===== config.mk =====
export PLATFORM = sky130hd
export DESIGN_NAME = reg_writeback
export DESIGN_NICKNAME = d
export VERILOG_FILES = /design/src/rtl/reg_writeback.sv
export SDC_FILE = /design/constraint.sdc
export NUM_CORES = 1
export LEC_CHECK = 0
export ABC_AREA = 1
export BUFFER_PORTS_ARGS = -buffer_cell sky130_fd_sc_hd__buf_4
export CORE_UTILIZATION = 51
export CTS_CLUSTER_SIZE = 30
export DETAILED_ROUTE_END_ITERATION = 7
export PLACE_DENSITY = 0.8
export SLEW_MARGIN = 10
export SYNTH_ARGS = -nofsm -noshare
export SYNTH_HDL_FRONTEND = slang
export SYNTH_SLANG_ARGS = --single-unit

===== constraint.sdc =====
create_clock -name clk -period 1.9 [get_ports clk]
set_input_delay 0.285 -clock clk [delete_from_list [all_inputs] [get_ports clk]]
set_output_delay 0.285 -clock clk [all_outputs]
set_load 0.02 [all_outputs]

===== src/rtl/reg_writeback.sv =====
// Writeback stage for the register file: arbitrates ALU and load results onto the
// single write port and keeps a per-register pending-write scoreboard for decode.
module reg_writeback #(
   parameter int DW   = 19,
   parameter int AW   = 3,
   parameter int NREG = 8
) (
   input  logic            clk,
   input  logic            rst,
   input  logic            alu_valid,
   output logic            alu_ready,
   input  logic [AW-1:0]   alu_rd,
   input  logic [DW-1:0]   alu_data,
   input  logic            ld_valid,
   output logic            ld_ready,
   input  logic [AW-1:0]   ld_rd,
   input  logic [DW-1:0]   ld_data,
   input  logic            iss_valid,
   input  logic [AW-1:0]   iss_rd,
   output logic [NREG-1:0] busy,
   output logic            sb_err,
   output logic            rf_we,
   output logic [AW-1:0]   rf_wa,
   output logic [DW-1:0]   rf_wd
);

   typedef enum logic [0:0] {
      PRI_LD  = 1'b0,
      PRI_ALU = 1'b1
   } pri_t;

   pri_t            pri_r;
   logic            both_s;
   logic            ld_fire_s;
   logic            alu_fire_s;
   logic [NREG-1:0] inc_s;
   logic [NREG-1:0] dec_s;
   logic [NREG-1:0] busy_nxt_s;
   logic            err_nxt_s;
   logic [1:0]      cnt_r     [NREG];
   logic [1:0]      cnt_nxt_s [NREG];

   // Readies only drop for the source that loses a contended cycle.
   assign both_s     = ld_valid & alu_valid;
   assign ld_ready   = ~both_s | (pri_r == PRI_LD);
   assign alu_ready  = ~both_s | (pri_r == PRI_ALU);
   assign ld_fire_s  = ld_valid & ld_ready;
   assign alu_fire_s = alu_valid & alu_ready;

   // Priority FSM and the registered regfile write port.
   always_ff @(posedge clk or posedge rst) begin
      if (rst) begin
         pri_r <= PRI_LD;
         rf_we <= 1'b0;
         rf_wa <= {AW{1'b0}};
         rf_wd <= {DW{1'b0}};
      end else begin
         rf_we <= ld_fire_s | alu_fire_s;
         if (ld_fire_s) begin
            rf_wa <= ld_rd;
            rf_wd <= ld_data;
         end else if (alu_fire_s) begin
            rf_wa <= alu_rd;
            rf_wd <= alu_data;
         end
         if (both_s) begin
            case (pri_r)
               PRI_LD:  pri_r <= PRI_ALU;
               PRI_ALU: pri_r <= PRI_LD;
               default: pri_r <= PRI_LD;
            endcase
         end
      end
   end

   // Per-register issue/retire strobes.
   always_comb begin
      inc_s = {NREG{1'b0}};
      dec_s = {NREG{1'b0}};
      for (int r = 0; r < NREG; r++) begin
         inc_s[r] = iss_valid & (iss_rd == AW'(r));
         dec_s[r] = rf_we & (rf_wa == AW'(r));
      end
   end

   // Next pending counts; saturating at both ends and flagging the error.
   always_comb begin
      err_nxt_s  = sb_err;
      busy_nxt_s = {NREG{1'b0}};
      for (int r = 0; r < NREG; r++) begin
         cnt_nxt_s[r] = cnt_r[r];
         if (inc_s[r] && !dec_s[r]) begin
            if (cnt_r[r] == 2'd3) begin
               err_nxt_s = 1'b1;
            end else begin
               cnt_nxt_s[r] = cnt_r[r] + 2'd1;
            end
         end else if (dec_s[r] && !inc_s[r]) begin
            if (cnt_r[r] == 2'd0) begin
               err_nxt_s = 1'b1;
            end else begin
               cnt_nxt_s[r] = cnt_r[r] - 2'd1;
            end
         end else begin
            cnt_nxt_s[r] = cnt_r[r];
         end
         busy_nxt_s[r] = (cnt_nxt_s[r] != 2'd0);
      end
   end

   // Scoreboard state; busy is registered alongside the counts it mirrors.
   always_ff @(posedge clk or posedge rst) begin
      if (rst) begin
         for (int r = 0; r < NREG; r++) begin
            cnt_r[r] <= 2'd0;
         end
         busy   <= {NREG{1'b0}};
         sb_err <= 1'b0;
      end else begin
         for (int r = 0; r < NREG; r++) begin
            cnt_r[r] <= cnt_nxt_s[r];
         end
         busy   <= busy_nxt_s;
         sb_err <= err_nxt_s;
      end
   end

endmodule


Yosys cells after proc, flatten, opt, wreduce, memory -nomap -nowiden
Cells that the tools add are included.

Bits in registers: 49. Bits of input ports: 52. Output and inout bits: 34. Word-level logic and storage cells: 196.

$add $sub $neg: 16. Eq/ne operators: 22. Mux-type cells: 69. Bitwise operators: 24. Reductions and logical operators: 51.

Operators by type and width (count): $mux W2 (32); $mux W19 (2); $mux W1 (32); $eq A3 B3 Y1 const B (8); $and A1 B1 Y1 (19); $reduce_bool A2 Y1 (9); $add A2 B1 Y2 const B (8); $eq A2 B2 Y1 const B (8); $logic_and A1 B1 Y1 (16); $logic_not A1 Y1 (16); $logic_not A2 Y1 (8); $sub A2 B1 Y2 const B (8); $eq A3 B2 Y1 const B (4); $eq A3 B1 Y1 const B (2); $logic_not A3 Y1 (2); $mux W3 (2); $or A1 B1 Y1 (3); $not A1 Y1 (2); $pmux W1 S2 (1).

Logic depth before layout (Yosys ltp)
Depth after elaboration: 27. Gate-level depth with buffers: 10. Gate-level depth less buffers: 9.

Least setup slack after synthesis
OpenSTA, ideal clock, no wires.

Path type: reg-to-reg. Start: register rf_wa[0]. End: register cnt_r[12] in the netlist's numbering. Library setup time: 0.083 ns. Arrival time: 1.308 ns. Data required time: 1.817 ns. Slack: 0.509 ns. Cell stages (with the launch flop): 9. Path buffers: 0. Clock period less this slack: 1.391 ns. Cells stage by stage: dfrtp_1 inv_1 nor2_1 nand2_1 nor2_1 inv_1 o21ai_0 nand2_1 o21ai_0.

RTL lines: start, declared (RTL line 23) `output logic [AW-1:0] rf_wa,`; start signal, assigned (RTL line 55) `rf_wa <= {AW{1'b0}};`; start signal, assigned (RTL line 60) `rf_wa <= ld_rd;`; start signal, assigned (RTL line 63) `rf_wa <= alu_rd;`; end signal, assigned by index (RTL line 121) `cnt_r[r] <= cnt_nxt_s[r];`; end, declared (RTL line 40) `logic [1:0] cnt_r [NREG];`.

==> results.cfg <==
[timing]
slew_headroom_pct = 80.3
tightestPinTransition_ps = 296
setup_viol = 0
fin_tns_setup_ps = 0
max_freq_mhz = 650
fin_skew_ps = 3.31
period_minus_slack_ps = 1540
fin_crit_sh_pct = 81.0
rsz0062_at_grt = false
drv_slew = 0
hold_viol = 0
holdWs_ps = 14.7

[floorplan]
io_pins = 86
die_x_um = 74.0
coreArea_mm2 = 0.00485
die_h_um = 74.0
start_util_pct = 54.5
die_area_mm2 = 0.00547
rows = 25

[routing]
dr.pass1.iters = 4
num_vias = 2585
drt-initial-drc-count = 124
detail-route-antenna-nets = 0
via_per_inst = 5.12
drcViolationCount = 0
routedWlPerCell_um = 12.2
wl_mm = 6.18

[cells_and_area]
drive_above_1_share_pct = 23.7
area_delta_synth_final_pct = 30.9
nets = 490
insertedDiodeCount = 0

[logic_synthesis]
synth_edf_count = 0
synth.distinct_cells = 23
synth_area_leaders = dfrtp_1, nand2_1, nor2_1
syn_area_mm2 = 0.00264
synth_top_area_cell = dfrtp_1
ys_ff_latch = 49
async_flop_share_pct = 100
synth.most_common_cell = nand2_1
synth.top_cells.by_count = nand2_1, nor2_1, dfrtp_1, inv_1, o21ai_0
yosysSeqAreaShare_pct = 46.4
synth_ff_type = dfrtp_1
synthCells = 352
avgSynthCellArea_um2 = 7.51
synthesis.nets = 404
yosysTopAreaCellShare_pct = 46.4
yosys_warnings = 0

[placed_design]
place.gp.congestion = 0.891
numPortBuffers = 85
dp_hpwl_mm = 4.66

[cts]
cts_tree = built
clock-root-buffer = clkbuf_8
clkLatencyLatePin_ps = 300
clkSinkCount = 49
clockBufferDepth = 2
htree_levels = 2
post_cts_resize_count = 0
hold_buffers = 0
post_cts_buffers = 0
clk_pin_slew_ps = 90
cts_made_buffers = 5

[worst_setup_path]
start_kind = flop
cp.arrival_ps = 1710
crit_type = flop to flop
worstPathRequired_ps = 2070
cp-end-kind = flop
path_max_fanout = 7

[status]
status = complete, no violations

[global_routing]
grt.total_usage_pct = 24.4
grt_pass1_wl_mm = 10.2
first_global_vias = 2431
antenna_found_initial = 0
grt_max_degree = 50
overflow = 0

[power_and_ir_drop]
leakage_nw = 1.73
power.density_mw_per_mm2 = 1000
peakVddDrop_uv = 470

[run]
max_cap_viol_count = 0

[worst_hold_path]
hold_class = input pin to asynchronous set/reset pin
==> registers in the layout, summed over array words and instances, names as in the netlist <==
register,count
busy,8
cnt_r,16
pri_r,1
rf_wa,3
rf_wd,19
rf_we,1
sb_err,1
==> cells by family (layout without fill, tap and decap cells) <==
group           count (synthesis)  in the layout  share of synthesized area [%]
flops                          49             49                           46.4
simple gates                  169            169                           26.4
buf+inv                        51            137                           8.38
compound gates                 83             83                           18.8
==> stage by stage <==
stage / power [mW] / utilization, % / std cells / setup slack (ps) / area (um2)
after floorplan: 2.27 / - / 352 / 442 / 2640
after global placement: 2.71 / 69.2 / 498 / 366 / 3360
after detailed placement: 2.76 / 69.2 / 498 / 321 / 3360
after CTS: 3.50 / 71.4 / 505 / 361 / 3460
after global routing: 3.70 / 71.4 / 505 / 111 / 3460
final: 3.47 / 71.4 / 505 / 362 / 3460
==> placed cells by master (no fill, tap or decap), types with 2 or more instances in the layout <==
master / count
nand3_1: 10
buf_12: 2
nand2_2: 2
inv_1: 38
nand3b_1: 4
a21oi_1: 23
o211ai_1: 9
buf_4: 88
o21ai_0: 24
inv_2: 2
dfrtp_1: 49
clkbuf_8: 5
nand4_1: 4
a31oi_1: 7
nand2_1: 89
nor2_1: 56
o31ai_1: 19
==> per-layer routing <==
metal / track usage, % / wire (um)
met1: 28.4 / 2670
met2: 43.6 / 2970
met3: 6.50 / 427
met4: 7.91 / 111
met5: 0 / 0
==> area by class of cell <==
cell class | count | area (um2)
fillers | 415 | 1390
multi-input cells | 252 | 1190
clock inverters | 2 | 35.0
repair buffers | 90 | 701
inverters | 40 | 150
clock buffers | 5 | 68.8
flip-flops and latches | 49 | 1230
well taps | 67 | 83.8
==> where the power goes <==
group          total (mW)  switching (mW)  internal [mW]
Sequential           1.54           0.220           1.32
Combinational        1.20           0.683          0.514
Clock               0.730           0.347          0.383
==> critical path: stages, from the launching register on <==
cell     delay, ps
dfrtp_1        490
inv_1          110
nor2_1         150
nand2_1        110
nor2_1         220
inv_1           80
o21ai_0        130
o21ai_0        130
==> path summary, 6_finish.rpt <==
check / cells past startpoint / from / endpoint / slack [ps]
setup / recovery: 7 / rf_wa[1] / cnt_r[3] / 360
min in group clk: 3 / alu_rd[2] / rf_wa[2] / 250
max in group asynchronous: 3 / rst / busy[0] / 1660
hold reg to reg: 1 / cnt_r[15] / busy[0] / 480
hold / removal: 3 / rst / busy[7] / 10
setup reg to reg: 7 / rf_wa[1] / cnt_r[3] / 360
Note: power is estimated with default switching activity, not from simulation.
